**config.mk**
```make
export PLATFORM = sky130hd
export DESIGN_NAME = timer_bus_master
export DESIGN_NICKNAME = d
export VERILOG_FILES = /design/src/rtl/timer_bus_master.sv
export SDC_FILE = /design/constraint.sdc
export NUM_CORES = 1
export LEC_CHECK = 0
export ABC_AREA = 1
export CELL_PAD_IN_SITES_DETAIL_PLACEMENT = 1
export CELL_PAD_IN_SITES_GLOBAL_PLACEMENT = 1
export CORE_MARGIN = 5
export CORE_UTILIZATION = 39
export DETAILED_ROUTE_END_ITERATION = 16
export GPL_TIMING_DRIVEN = 0
export PLACE_DENSITY_LB_ADDON = 0.2
export SLEW_MARGIN = 0
export SYNTH_ARGS = -nofsm -noshare
export SYNTH_HDL_FRONTEND = slang
export SYNTH_SLANG_ARGS = --single-unit
```
**constraint.sdc**
```tcl
create_clock -name clk -period 2.2 [get_ports clk]
set_clock_uncertainty 0.2 [all_clocks]
set_input_delay 0.44 -clock clk [delete_from_list [all_inputs] [get_ports clk]]
set_output_delay 0.44 -clock clk [all_outputs]
set_load 0.02 [all_outputs]
```
**src/rtl/timer_bus_master.sv**
```systemverilog
// timer_bus_master: turns READ/CLEAR/START/STOP host commands into timer bus cycles.
// Optional build macro TBM_COHERENT_READ_EN adds an RDCHK re-read of byte 3 that retries torn reads.
module timer_bus_master #(
    parameter int                    DATA_WIDTH = 8,
    parameter int                    ADDR_WIDTH = 8,
    parameter logic [ADDR_WIDTH-1:0] BASE_ADDR  = '0
) (
    input  logic                  clk,
    input  logic                  rst_,
    input  logic                  cmd_valid,
    input  logic [1:0]            cmd_op,
    output logic                  cmd_ready,
    output logic [31:0]           rd_data,
    output logic                  rd_valid,
    output logic                  op_done,
    output logic [ADDR_WIDTH-1:0] bus_addr,
    output logic [DATA_WIDTH-1:0] bus_wdata,
    input  logic [DATA_WIDTH-1:0] bus_rdata,
    output logic                  bus_cs_,
    output logic                  bus_rw_
);
    typedef enum logic [2:0] {
        IDLE, RD0, RD1, RD2, RD3, WR, DONE
`ifdef TBM_COHERENT_READ_EN
        , RDCHK
`endif
    } state_t;

    state_t                state, nxt;
    logic [2:0]            off;
    logic                  nxt_idle, rd_done, rd3;
    logic [DATA_WIDTH-1:0] b0, b1, b2;
`ifdef TBM_COHERENT_READ_EN
    logic [DATA_WIDTH-1:0] b3;
`endif

    // next state plus the bus decode of that state, so bus outputs can be registered
    always_comb begin
        nxt = state;
        case (state)
            IDLE:    nxt = cmd_valid ? (cmd_op == 2'd0 ? RD0 : WR) : IDLE;
            RD0:     nxt = RD1;
            RD1:     nxt = RD2;
            RD2:     nxt = RD3;
`ifdef TBM_COHERENT_READ_EN
            RD3:     nxt = RDCHK;
            RDCHK:   nxt = bus_rdata == b3 ? DONE : RD0;
`else
            RD3:     nxt = DONE;
`endif
            WR:      nxt = DONE;
            default: nxt = IDLE;
        endcase
`ifdef TBM_COHERENT_READ_EN
        rd3 = nxt == RD3 || nxt == RDCHK;
`else
        rd3 = nxt == RD3;
`endif
        off = nxt == WR ? 3'd4 : rd3 ? 3'd3 : nxt == RD2 ? 3'd2 : nxt == RD1 ? 3'd1 : 3'd0;
        nxt_idle = nxt == IDLE || nxt == DONE;
        rd_done = nxt == DONE && state != WR;
    end

    // state register and registered outputs; reset abandons any command silently
    always_ff @(posedge clk) begin
        if (!rst_) begin
            state     <= IDLE;
            cmd_ready <= 1'b1;
            rd_data   <= '0;
            rd_valid  <= 1'b0;
            op_done   <= 1'b0;
            bus_addr  <= '0;
            bus_wdata <= '0;
            bus_cs_   <= 1'b1;
            bus_rw_   <= 1'b1;
        end else begin
            state     <= nxt;
            cmd_ready <= nxt == IDLE;
            op_done   <= nxt == DONE;
            rd_valid  <= rd_done;
            rd_data   <= rd_done ? {bus_rdata, b2, b1, b0} : rd_data;
            bus_cs_   <= nxt_idle;
            bus_rw_   <= nxt != WR;
            bus_addr  <= nxt_idle ? '0 : BASE_ADDR + ADDR_WIDTH'(off);
            bus_wdata <= nxt == WR ? DATA_WIDTH'(1) << (cmd_op - 2'd1) : '0;
        end
    end

    // capture each count byte at the end of its read cycle
    always_ff @(posedge clk) begin
        b0 <= state == RD0 ? bus_rdata : b0;
        b1 <= state == RD1 ? bus_rdata : b1;
        b2 <= state == RD2 ? bus_rdata : b2;
`ifdef TBM_COHERENT_READ_EN
        b3 <= state == RD3 ? bus_rdata : b3;
`endif
    end
endmodule

```
==> load_flow_metrics.sql <==
INSERT INTO impl_metrics (metric_group, metric, value, unit) VALUES
('outcome', 'run_status', 'completed', ''),
('grt', 'number_of_antenna_violations_at_the_first_check_in_global_routing', '0', ''),
('setup_path', 'criticalPathCategory', 'reg2out', ''),
('yosys', 'ys_top_cells_by_area', 'sky130_fd_sc_hd__dfxtp_1, sky130_fd_sc_hd__edfxtp_1, sky130_fd_sc_hd__nor2_1', ''),
('power_and_ir_drop', 'worst_ir_drop_vdd', '0.5755', 'mV'),
('setup_path', 'critPathBufInv', '1', ''),
('timing', 'post-route-min-period', '1972', 'ps'),
('min_path', 'min-delay-start', 'rst_', ''),
('power_and_ir_drop', 'p_leak', '1.316', 'nW'),
('timing', 'hold_viol_final', '0', ''),
('clock_network', 'post_cts_buffers', '0', ''),
('yosys', 'ys_warn_count', '0', ''),
('die', 'floorplan.die.width', '89.56', 'µm'),
('yosys', 'number_of_distinct_library_cells_after_synthesis', '21', ''),
('clock_network', 'cts.clk_slew.worst_paths', '70', 'ps'),
('min_path', 'timing.hold.worst.class', 'in2reg', ''),
('setup_path', 'timing.critical_path.arrival', '1330', 'ps'),
('finish', 'design.final.nets', '327', ''),
('die', 'initial_utilization', '39.55', '%'),
('timing', 'setup_repair_after_global_routing_missed_its_margin', 'false', ''),
('die', 'die_area', '0.008021', 'mm²'),
('setup_path', 'worstPathRequired', '1560', 'ps'),
('yosys', 'netlist_instances', '239', ''),
('clock_network', 'tritoncts', 'yes', ''),
('power_and_ir_drop', 'netSwitchingPower', '0.001238', 'W'),
('yosys', 'synth.avg_cell_area', '10.33', 'µm²'),
('grt', 'grt.total_usage', '14.70', '%'),
('clock_network', 'cts_buffers', '9', ''),
('setup_path', 'worstSetupStartpoint', 'rd_data[28]$_SDFFE_PN0P_', ''),
('setup_path', 'crit_path_cell_trace', 'clkdlybuf4s50_1', ''),
('drt', 'firstDrtPassIters', '5', ''),
('drt', 'top_signal_layer_used', 'met4', ''),
('drt', 'drcViolationCount', '0', ''),
('finish', 'final_common_cell', 'sky130_fd_sc_hd__nor2_1', ''),
('grt', 'global_route_wire_length_before_repair', '8631', 'µm'),
('yosys', 'synthDominantCellAreaShare', '38.11', '%'),
('finish', 'multiInputGateArea', '620.6', 'µm²'),
('setup_path', 'worstSetupEndpointType', 'output pin', ''),
('grt', 'grt_remaining_overflow', '0', ''),
('power_and_ir_drop', 'share_comb_of_total_power', '30.7', '%'),
('power_and_ir_drop', 'p_int', '0.002651', 'W'),
('clock_network', 'cts_hold_repair.buffers', '0', ''),
('timing', 'number_of_endpoints_failing_setup_at_the_final_stage', '0', ''),
('power_and_ir_drop', 'p_per_area', '1169', 'mW/mm²'),
('die', 'die_height', '89.56', 'µm'),
('die', 'placementRows', '29', ''),
('placed_design', 'hpwlAfterDp', '3906', 'µm'),
('drt', 'dr.first_iter.drc_count', '141', ''),
('drt', 'per_cell_routed_wire_length', '13.58', 'µm'),
('clock_network', 'clk_latency', '330', 'ps'),
('setup_path', 'worst_path_largest_cell_delay', '650', 'ps'),
('clock_network', 'htree_levels', '3', ''),
('placed_design', 'gp_routability_congestion', '0.8143', ''),
('setup_path', 'critPathSlowestCell', 'sky130_fd_sc_hd__clkdlybuf4s50_1', ''),
('drt', 'wl_met2', '2743', 'µm'),
('yosys', 'synth_sequential_area_ratio', '67.31', '%'),
('grt', 'first_global_vias', '1837', ''),
('drt', 'routed-via-count', '1789', ''),
('setup_path', 'worstPathMaxFanout', '2', ''),
('placed_design', 'place_inst', '379', ''),
('finish', 'finalNonFillerCells', '395', ''),
('die', 'floorplan.io_pins', '66', ''),
('timing', 'timing_max_transition_violations_final', '0', ''),
('clock_network', 'post_cts.resized_instances', '0', ''),
('clock_network', 'cts_sinks', '71', ''),
('yosys', 'synth_seq_cells', '71', ''),
('flow_run', 'cap_violations', '0', ''),
('grt', 'pin_count_of_the_biggest_net_entering_global_routing', '12', ''),
('power_and_ir_drop', 'power.share.clock', '24.4', '%'),
('power_and_ir_drop', 'seqPwrFrac', '44.9', '%'),
('finish', 'layout_common_cells', 'sky130_fd_sc_hd__nor2_1, sky130_fd_sc_hd__clkdlybuf4s50_1, sky130_fd_sc_hd__dfxtp_1, sky130_fd_sc_hd__o21ai_0, sky130_fd_sc_hd__edfxtp_1', '');
==> per-layer routing <==
layer / up-vias / GRT usage [%]
li1: 900 / -
met1: 836 / 16.55
met2: 44 / 25.07
met3: 9 / 5.069
met4: 0 / 6.495
met5: - / 0
==> Yosys cell counts <==
master and number:
sky130_fd_sc_hd__buf_4 9, sky130_fd_sc_hd__dfxtp_1 47, sky130_fd_sc_hd__nor2_1 77, sky130_fd_sc_hd__inv_1 14, sky130_fd_sc_hd__edfxtp_1 24, sky130_fd_sc_hd__nand3_1 5, sky130_fd_sc_hd__o21ai_0 29, sky130_fd_sc_hd__o21ai_1 3
sky130_fd_sc_hd__buf_6 5, sky130_fd_sc_hd__a21oi_1 1, sky130_fd_sc_hd__inv_6 1, sky130_fd_sc_hd__a31oi_1 1, sky130_fd_sc_hd__buf_8 1, sky130_fd_sc_hd__ha_1 1, sky130_fd_sc_hd__clkbuf_1 3, sky130_fd_sc_hd__nand2_1 12
sky130_fd_sc_hd__buf_2 1, sky130_fd_sc_hd__nand3_2 1, sky130_fd_sc_hd__nand2_4 1, sky130_fd_sc_hd__conb_1 1, sky130_fd_sc_hd__nor2_4 2
==> flip-flops by register name, summed over array words and instances, names as in the netlist <==
name	flops
state	3
bus_wdata	4
bus_addr	3
b0	8
rd_valid	1
op_done	1
bus_cs_	1
rd_data	32
b2	8
b1	8
bus_rw_	1
cmd_ready	1
==> cells by family after synthesis <==
| family | after synthesis | share of synthesized area, % |
|---|---|---|
| compound gates | 34 | 6.944 |
| simple gates | 98 | 16.32 |
| fa+ha+maj | 1 | 0.5068 |
| buf+inv | 34 | 8.768 |
| other cells | 1 | 0.1519 |
| flops | 71 | 67.31 |
==> path summary, 6_finish.rpt <==
kind	end	slack, ps
worst max-delay path	rd_data[28]	230
worst min-delay path	rd_data[30]$_SDFFE_PN0P_	240
worst min register to register	rd_data[2]$_SDFFE_PN0P_	280
worst max register to register	b2[2]$_DFFE_PP_	660
==> worst min-delay path, stage by stage <==
cell                      delay [ps]
sky130_fd_sc_hd__buf_2           160
sky130_fd_sc_hd__o21ai_0          90
sky130_fd_sc_hd__nor2_1           40
==> area by class of cell <==
type                    count  share of cell area (%)
multi-input cells         142                   18.66
clock buffers              16                   5.418
plain buffers              19                   4.665
inverters                  15                   1.843
flip-flops and latches     71                   49.96
repair buffers             55                   16.55
well taps                  77                   2.897
==> power groups by stage <==
stage | Clock (W) | Combinational, W | Sequential, W
2_1_floorplan | 0 | 0.000515 | 0.00197
3_3_place_gp | 0 | 0.00119 | 0.00176
3_5_place_dp | 0 | 0.00121 | 0.00178
4_1_cts | 0.000975 | 0.00122 | 0.00175
5_1_grt | 0.00105 | 0.00133 | 0.00177
6_report | 0.000949 | 0.00120 | 0.00174
==> through the flow <==
stage / hold WS (ps) / area (µm²) / total power, W / setup WS (ps)
floorplan: 254.5 / 2499 / 0.002483 / 802.9
global placement: 261.5 / 3146 / 0.002955 / 166.9
detailed placement: 273.6 / 3146 / 0.002988 / 141.0
CTS: 233.6 / 3326 / 0.003943 / 210.8
global route: 229.4 / 3326 / 0.004150 / 175.0
finish: 235.7 / 3326 / 0.003889 / 227.8
Note: power is estimated with default switching activity, not from simulation.
